### config.mk
export PLATFORM = sky130hd
export DESIGN_NAME = sample_reader
export DESIGN_NICKNAME = d
export VERILOG_FILES = /design/src/rtl/sample_reader.sv
export SDC_FILE = /design/constraint.sdc
export NUM_CORES = 1
export LEC_CHECK = 0
export ABC_CLOCK_PERIOD_IN_PS = 3300
export BUFFER_PORTS_ARGS = -buffer_cell sky130_fd_sc_hd__buf_4
export CORE_MARGIN = 4
export CORE_UTILIZATION = 35
export CTS_BUF_LIST = sky130_fd_sc_hd__clkbuf_4
export DETAILED_ROUTE_END_ITERATION = 16
export GPL_TIMING_DRIVEN = 0
export PLACE_DENSITY = 0.58
export SYNTH_ARGS = -nofsm -noshare
export SYNTH_HDL_FRONTEND = slang
export SYNTH_SLANG_ARGS = --single-unit
### constraint.sdc
create_clock -name reading_clk -period 3.3 [get_ports reading_clk]
set_input_delay 0.66 -clock reading_clk [delete_from_list [all_inputs] [get_ports reading_clk]]
set_output_delay 0.66 -clock reading_clk [all_outputs]
set_load 0.02 [all_outputs]
### src/rtl/sample_reader.sv
// sample_reader: clock-divided DUT output sampler feeding a first-word
// fall-through FIFO that a checker drains over a valid/ready handshake.
// Optional feature macro SAMPLE_READER_INDEX_EN adds a 32-bit strobe
// counter stored with every entry and presented on rd_index.
module sample_reader #(
   parameter int DATA_WIDTH = 16,
   parameter int CLK_DIV    = 4,
   parameter int DEPTH      = 16
) (
   input  logic                     reading_clk,
   input  logic                     reset_n,
   input  logic                     enable,
   input  logic                     clear,
   input  logic [DATA_WIDTH-1:0]    dut_data,
   output logic [DATA_WIDTH-1:0]    rd_data,
   output logic                     rd_valid,
   input  logic                     rd_ready,
   output logic [$clog2(DEPTH):0]   level,
   output logic                     overflow,
   output logic [15:0]              drop_cnt
`ifdef SAMPLE_READER_INDEX_EN
   ,
   output logic [31:0]              rd_index
`endif
);

   localparam int AW  = $clog2(DEPTH);
   localparam int DVW = (CLK_DIV > 1) ? $clog2(CLK_DIV) : 1;

   logic [DVW-1:0]        r_div;
   logic [AW-1:0]         r_wr_ptr;
   logic [AW-1:0]         r_rd_ptr;
   logic [AW:0]           r_level;
   logic                  r_overflow;
   logic [15:0]           r_drop;
   logic [DATA_WIDTH-1:0] r_mem [DEPTH];

   logic w_full;
   logic w_empty;
   logic w_strobe;
   logic w_pop;
   logic w_push;
   logic w_drop;

   assign w_full   = (r_level == (AW+1)'(DEPTH));
   assign w_empty  = (r_level == '0);
   assign w_strobe = enable & (r_div == DVW'(CLK_DIV-1));
   assign w_pop    = ~w_empty & rd_ready;
   // A pop on the same edge frees the slot, so a full FIFO can still accept.
   assign w_push   = w_strobe & (~w_full | w_pop);
   assign w_drop   = w_strobe & w_full & ~w_pop;

   // Sample divider: counts enabled cycles, held at zero while disabled.
   always_ff @(posedge reading_clk or negedge reset_n) begin
      if (!reset_n)                       r_div <= '0;
      else if (clear || !enable)          r_div <= '0;
      else if (r_div == DVW'(CLK_DIV-1))  r_div <= '0;
      else                                r_div <= r_div + 1'b1;
   end

   // FIFO pointers and occupancy; clear wins over any push/pop.
   always_ff @(posedge reading_clk or negedge reset_n) begin
      if (!reset_n) begin
         r_wr_ptr <= '0;
         r_rd_ptr <= '0;
         r_level  <= '0;
      end else if (clear) begin
         r_wr_ptr <= '0;
         r_rd_ptr <= '0;
         r_level  <= '0;
      end else begin
         if (w_push) r_wr_ptr <= r_wr_ptr + 1'b1;
         if (w_pop)  r_rd_ptr <= r_rd_ptr + 1'b1;
         case ({w_push, w_pop})
            2'b10:   r_level <= r_level + 1'b1;
            2'b01:   r_level <= r_level - 1'b1;
            default: r_level <= r_level;
         endcase
      end
   end

   // Sticky overflow flag and saturating drop counter.
   always_ff @(posedge reading_clk or negedge reset_n) begin
      if (!reset_n) begin
         r_overflow <= 1'b0;
         r_drop     <= '0;
      end else if (clear) begin
         r_overflow <= 1'b0;
         r_drop     <= '0;
      end else if (w_drop) begin
         r_overflow <= 1'b1;
         if (r_drop != 16'hFFFF) r_drop <= r_drop + 1'b1;
      end
   end

   // Sample storage; contents need no reset since the output is gated.
   always_ff @(posedge reading_clk) begin
      if (!clear && w_push) r_mem[r_wr_ptr] <= dut_data;
   end

   assign rd_valid = ~w_empty;
   assign rd_data  = w_empty ? '0 : r_mem[r_rd_ptr];
   assign level    = r_level;
   assign overflow = r_overflow;
   assign drop_cnt = r_drop;

`ifdef SAMPLE_READER_INDEX_EN
   logic [31:0] r_sidx;
   logic [31:0] r_imem [DEPTH];

   // Strobe counter: counts every strobe, dropped ones included, so gaps show.
   always_ff @(posedge reading_clk or negedge reset_n) begin
      if (!reset_n)      r_sidx <= '0;
      else if (clear)    r_sidx <= '0;
      else if (w_strobe) r_sidx <= r_sidx + 1'b1;
   end

   // Index storage written alongside the sample data.
   always_ff @(posedge reading_clk) begin
      if (!clear && w_push) r_imem[r_wr_ptr] <= r_sidx;
   end

   assign rd_index = w_empty ? '0 : r_imem[r_rd_ptr];
`endif

endmodule

# --- Word-level counts from Yosys, hierarchy flattened ---
# Memory sizes are Yosys's and may differ from the RTL's.
# Index checks and enable logic that the tools add are counted.
word_totals:
  ff_bits: 32
  mem_bits_rw: 256
  inputBits: 21
  out_inout_bits: 39
  elab_cells: 54
  n_memories: 1
mem_list:
  columns: ["name", "depth", "width", "read_ports", "rd_clocked_by_memory_dff", "wr", "line_no", "text"]
  rows:
  - ["r_mem", 16, 16, 1, 0, 1, "36", "logic [DATA_WIDTH-1:0] r_mem [DEPTH];"]
op_classes:
  addsub: 6
  n_eq_ne: 5
  mux: 16
  bitwise: 9
  n_reduce_logical: 11
op_table:
  columns: ["op", "count"]
  rows:
  - ["two-way mux 16 bit", 4]
  - ["adder 16 x 1 -> 16 bit, second input constant", 1]
  - ["two-way mux 4 bit", 4]
  - ["!= test 16 bit, second input constant", 1]
  - ["one-hot mux 5 bit (2 select lines)", 1]
  - ["adder 4 x 1 -> 4 bit, second input constant", 2]
  - ["nonzero test 2 bit", 4]
  - ["adder 5 x 1 -> 5 bit, second input constant", 1]
  - ["AND 1 bit", 5]
  - ["== test 5 bit, second input constant", 1]
  - ["logical NOT 5 bit", 1]
  - ["two-way mux 5 bit", 1]
  - ["subtractor 5 x 1 -> 5 bit, second input constant", 1]
  - ["== test 2 bit, second input constant", 2]
  - ["two-way mux 1 bit", 4]
  - ["two-way mux 2 bit", 2]
  - ["inverter 1 bit", 3]
  - ["nonzero test 3 bit", 1]
  - ["adder 2 x 1 -> 2 bit, second input constant", 1]
  - ["== test 2 x 1 -> 1 bit, second input constant", 1]
  - ["logical NOT 1 bit", 2]
  - ["AND reduction 2 bit", 1]
  - ["logical AND 1 bit", 1]
  - ["logical OR 1 bit", 1]
  - ["bitwise OR 1 bit", 1]

# --- Depth between registers and ports, before layout ---
depth:
  depth_word: 8
  mapped_depth: 11
  ltp_nobuf: 10

# --- Least setup slack after synthesis ---
# OpenSTA, ideal clock, no wires.
synth_timing:
  kind: "input port to flip-flop"
  from: "input port rd_ready"
  to: "memory r_mem[15][0] (enable)"
  setup_ns: 0.388
  arrival_ns: 2.344
  required_time_ns: 2.912
  setup_slack_ns: 0.568
  stages: 6
  n_path_buf: 2
  path_cell_list: "clkbuf_1 -> nand2b_1 -> o21ba_1 -> clkbuf_1 -> nand2_1 -> nor2_1"
synth_between:
  elab_chain_cells: 6
synth_rtl:
  columns: ["element", "line_no", "text"]
  rows:
  - ["from (decl)", "17", "input logic rd_ready,"]
  - ["AND 1 bit", "48", "assign w_pop = ~w_empty & rd_ready;"]
  - ["bitwise OR 1 bit", "50", "assign w_push = w_strobe & (~w_full | w_pop);"]
  - ["AND 1 bit", "50", null]
  - ["logical AND 1 bit", "98", "if (!clear && w_push) r_mem[r_wr_ptr] <= dut_data;"]
  - ["two-way mux 1 bit", "98", null]
  - ["two-way mux 1 bit (implied by the code)", "98", null]
  - ["to (decl)", "36", null]
# No other way between the ends.

# --- Final worst setup path ---
layout_timing:
  from: "register r_rd_ptr[0]"
  to: "output port rd_data[4]"
layout_between:
  elab_chain_cells: 2
layout_rtl:
  columns: ["element", "line_no", "text"]
  rows:
  - ["from (decl)", "32", "logic [AW-1:0] r_rd_ptr;"]
  - ["from (signal assigned)", "73", "if (w_pop) r_rd_ptr <= r_rd_ptr + 1'b1;"]
  - ["memory (16 x 16 bit)", null, null]
  - ["two-way mux 16 bit", "102", "assign rd_data = w_empty ? '0 : r_mem[r_rd_ptr];"]
  - ["to (decl)", "15", "output logic [DATA_WIDTH-1:0] rd_data,"]
# No other way between the ends.

==> out/results.md <==
| Group | Quantity | Value |
|---|---|---|
| worst setup path | Series of cell instances along the critical path | buf_12, buf_12, mux4_2, mux2i_2, o22ai_1, buf_4 |
| drt | Vias per inst | 5.03 |
| global routing | Global-route wire length before repair | 40100 um |
| synth | Post-synthesis share of cell area spent on full adders, half adders and majority gates | 0.970% |
| timing | Maximum clock rate | 315 MHz |
| synth | Count of unique library cells instantiated by Yosys | 53 |
| power and ir drop | Leakage power of the design | 4.70 nW |
| power and ir drop | Pwr Total | 0.00910 W |
| clock network | CTS clock-pin slew for the worst setup and hold paths | 0.07 ns |
| synth | Cell types occupying the most area after synthesis | edfxtp_1 66%, mux4_2 12%, dfrtp_1 6.9%, mux2i_1 3.2%, nor2_1 1.6% |
| timing | Worst Setup Slack, final | 0.121 ns |
| synth | Post-synthesis share of cell area spent on and, or, nand and nor gates | 5.05% |
| worst setup path | FF-to-FF setup slack | 0.60 ns |
| power and ir drop | Combinational Power Share | 23.3% |
| power and ir drop | Total power per unit cell area | 644 mW/mm2 |
| timing | Tcrit/Tclk final | 96.3% |
| clock network | Master cell of the clock root buffer | clkbuf_4 |
| die | Site Rows | 66 |
| layout | Number of fillers in the final layout | 2860 |
| synth | Share of async-settable or async-resettable flops after synthesis | 11.1% |
| global routing | Leftover overflow at the end of global routing | 0 |
| placement | Count of input and output buffers | 58 |
| drt | Total length of routed wires | 25900 um |
| worst setup path | Cell occurring most often along the worst timing path | buf_12 |
| synth | EDFF count, synth | 256 |
| global routing | Number of antenna violations at the first check in global routing | 0 |
| placement | HPWL reported at the end of detailed placement | 17400 um |
| timing | RSZ-0062 raised after global routing | false |
| power and ir drop | Internal power | 0.00655 W |
| drt | Number of antenna-violating nets in the routed design | 0 |
| worst setup path | Number of cells traversed by the worst register-to-register path | 10 |
| clock network | Number of levels in the clock H-tree | 3 |
| die | CORE AREA | 0.0326 mm2 |
| worst setup path | Data required time at the worst endpoint | 2.64 ns |
| power and ir drop | Maximum VDD drop | 0.381 mV |
| synth | Flop and latch count out of synthesis | 288 |
| worst setup path | CP endpoint kind | primary output |
| worst setup path | Capturing point of the worst reg2reg path | level[4]$_DFFE_PN0P_ |
| timing | Final-report hold violation count | 0 |
| worst setup path | Largest fanout on the critical path | 10 |
| placement | Post-Place Worst Slack | -0.235 ns |
| drt | Residual DRC | 0 |
| power and ir drop | Part of the power in the clock network | 32.0% |
| worst setup path | Delay of the slowest cell on the worst path | 0.51 ns |
| run | Max-cap check violation count | 0 |
| die | Die width | 190 um |
| synth | Most frequent cells after synthesis | 256 x edfxtp_1, 64 x mux4_2, 48 x nor2_1 |
| timing | Slew Viols, Final | 0 |
| synth | Net count of the mapped netlist | 635 |
| layout | Area occupied by registers | 0.00849 mm2 |
| worst setup path | Endpoint arrival time on the critical path | 2.52 ns |
| worst setup path | Critical path's slowest cell | mux4_2 |
| clock network | TritonCTS Buffers | 75 |
| synth | Multiplexer fraction of the synthesized cell area | 15.7% |
| synth | Share of synthesized area occupied by flip-flops and latches | 73.1% |
| synth | Most frequent cell after synthesis | edfxtp_1 |
| synth | Largest family of logic cells by synthesized area | multiplexers |
| worst setup path | CP startpoint kind | register |
| drt | Starting DRT DRC Count | 411 |
| layout | Multi-input gate area | 0.00317 mm2 |
| synth | Number of cells produced by synthesis | 605 |
| worst setup path | Type of the worst setup path | reg -> out |
| power and ir drop | Sequential share of power | 44.6% |
| timing | Setup tns final | 0 ns |
| layout | Inserted Diodes | 0 |
| layout | Fraction of layout cells with a size suffix above 1 | 39.6% |
| synth | Fraction of synthesized cell area in xor and xnor cells | 1.43% |
| die | Floorplan die height | 190 um |
| die | Number of primary I/O pins | 60 |
| min path | Startpoint of the worst hold path | enable |
| layout | Final #Nets | 789 |
| synth | Compound-gate portion of the synthesized area | 2.48% |
| global routing | GR Util All Layers | 14.7% |
| synth | Area share of the largest cell type after synthesis | 66.2% |
| synth | Synthesized cell area | 0.0116 mm2 |
| min path | Worst min-delay path class | in -> reg |
| die | Initial standard-cell utilization of the core | 35.6% |
| clock network | Clock latency on the worst-skew pair | 0.68 ns |
| clock network | Clock buffer depth | 3 |
| timing | Worst Clk Skew | 0.0447 ns |
| placement | Routability-driven placement congestion ratio | 0.855 |
| drt | Drt first pass iters | 6 |
| power and ir drop | Power spent charging and discharging nets | 0.00255 W |
| synth | Syn Area/Cell | 19.2 um2 |
| synth | Area leader, netlist | edfxtp_1 |
| global routing | Vias in the first global route | 6865 |
| global routing | Pin count of the biggest net entering global routing | 33 |
| clock network | Sink Count | 288 |
| drt | Overall via count from detail_route | 6289 |
| timing | Slew @ Worst Pin | 0.707 ns |
| outcome | Status | complete, no violations |
| timing | Min Tclk post-route | 3.18 ns |
| min path | Capture endpoint of the worst hold path | r_div[1]$_DFF_PN0_ |
| synth | Synth warnings | 0 |
| min path | Cell count of the worst hold path | 2 |
| die | Die area | 0.0362 mm2 |
| power and ir drop | Switching share of power | 28.1% |
| layout | Syn-to-layout area delta | 21.8% |
| synth | Most instantiated flip-flop cell in the synthesis netlist | edfxtp_1 |
| worst setup path | Worst R2R Start | level[0]$_DFFE_PN0P_ |
| clock network | CTS tree | built |
| drt | Drt wl/cell | 20.7 um |
| timing | Number of failing setup endpoints in the final timing report | 0 |
| timing | Relative slew slack | 52.7% |
[how the worst max path moves through the flow]
| stage | startpoint | to | slack, ns | cells after the start |
|---|---|---|---|---|
| finish | r_rd_ptr[0]$_DFFE_PN0P_ | rd_data[4] | 0.12 | 6 |
| global route | r_rd_ptr[2]$_DFFE_PN0P_ | rd_data[12] | 0.008 | 5 |
| CTS | r_rd_ptr[0]$_DFFE_PN0P_ | rd_data[1] | 0.007 | 6 |
| detailed placement | r_rd_ptr[0]$_DFFE_PN0P_ | rd_data[14] | -0.24 | 6 |
| global placement | rd_ready | r_mem[7][10]$_DFFE_PP_ | -0.35 | 6 |
| floorplan | rd_ready | r_mem[15][0]$_DFFE_PP_ | 0.57 | 6 |
[layout by cell type, fill, tap and decap left out, drive strengths merged, types with 3 or more instances in the layout]
master  instances
nor3            3
o22ai          16
nand4           9
mux4           64
dfrtp          32
and4            3
nand3           9
buf            88
ha              9
xor2           11
a21oi           6
and3            4
nor2           49
edfxtp        256
a211oi          3
clkinv         20
nand2b          5
or3             3
nand2          18
xnor2           8
clkbuf        121
mux2i          37
inv             6
[routing by layer]
layer / share of wire, % / global-route usage [%]
met1: 44 / 19.6
met2: 49 / 23.9
met3: 5.5 / 3.93
met4: 1.5 / 4.12
met5: 0 / 0
[registers in the layout, summed over array words and instances (netlist names)]
register and flops:
drop_cnt 16, level 5, r_rd_ptr 4, r_div 2
r_wr_ptr 4, overflow 1, r_mem 256
[power by group through the flow]
stage | sequential, W | clock, W | combinational [W]
3_3_place_gp | 0.00412 | 0 | 0.00185
5_1_grt | 0.00407 | 0.00324 | 0.00228
2_1_floorplan | 0.00414 | 0 | 0.00122
6_report | 0.00406 | 0.00291 | 0.00212
4_1_cts | 0.00405 | 0.00302 | 0.00207
3_5_place_dp | 0.00413 | 0 | 0.00187
[worst max-delay path: cells and delay by family, from the launching register on]
kind	cells	cell delay, ns
muxes	2	0.71
buffers and inverters	3	0.52
DFF	1	0.43
AOI/OAI and AO/OA	1	0.18
[through the flow]
| step | hold WS [ns] | util, % | cells | cell area (um2) |
|---|---|---|---|---|
| final | 0.260 | 43.4 | 1251 | 14100 |
| after global routing | 0.210 | 43.4 | 1251 | 14100 |
| after CTS | 0.200 | 43.1 | 1249 | 14100 |
| after detailed placement | 0.436 | 39.6 | 1121 | 12900 |
| after global placement | 0.426 | 38.6 | 1105 | 12600 |
| after floorplan | 0.364 | - | 605 | 11600 |
[area by class of cell]
type                       count  share of cell area, %
clock inverter                25                  0.902
inverter                       3                 0.0796
multi-input combinational    283                   22.4
buffer                        30                   1.98
clock buffer                 102                   5.41
sequential                   288                   60.0
tap                          442                   3.91
timing repair buffer          78                   5.26
[cells by family (layout without fill, tap and decap cells)]
family,count (synthesis),in the layout
flip-flops,288,288
AND/OR/NAND/NOR,115,115
multiplexers,102,102
AO/OA/AOI/OAI,38,38
buffers and inverters,34,238
XOR/XNOR,19,19
adder cells (fa/ha/maj),9,9
[repair_timing]
action | in CTS | in global routing
gates resized for setup | 77 | 14
buffers inserted | 1 | 2
hold buffers | 1 | 0
endpoints found under the hold margin | 32 | 0
endpoints found under the setup margin | 16 | 15
Power figures use the tool's default switching activity.
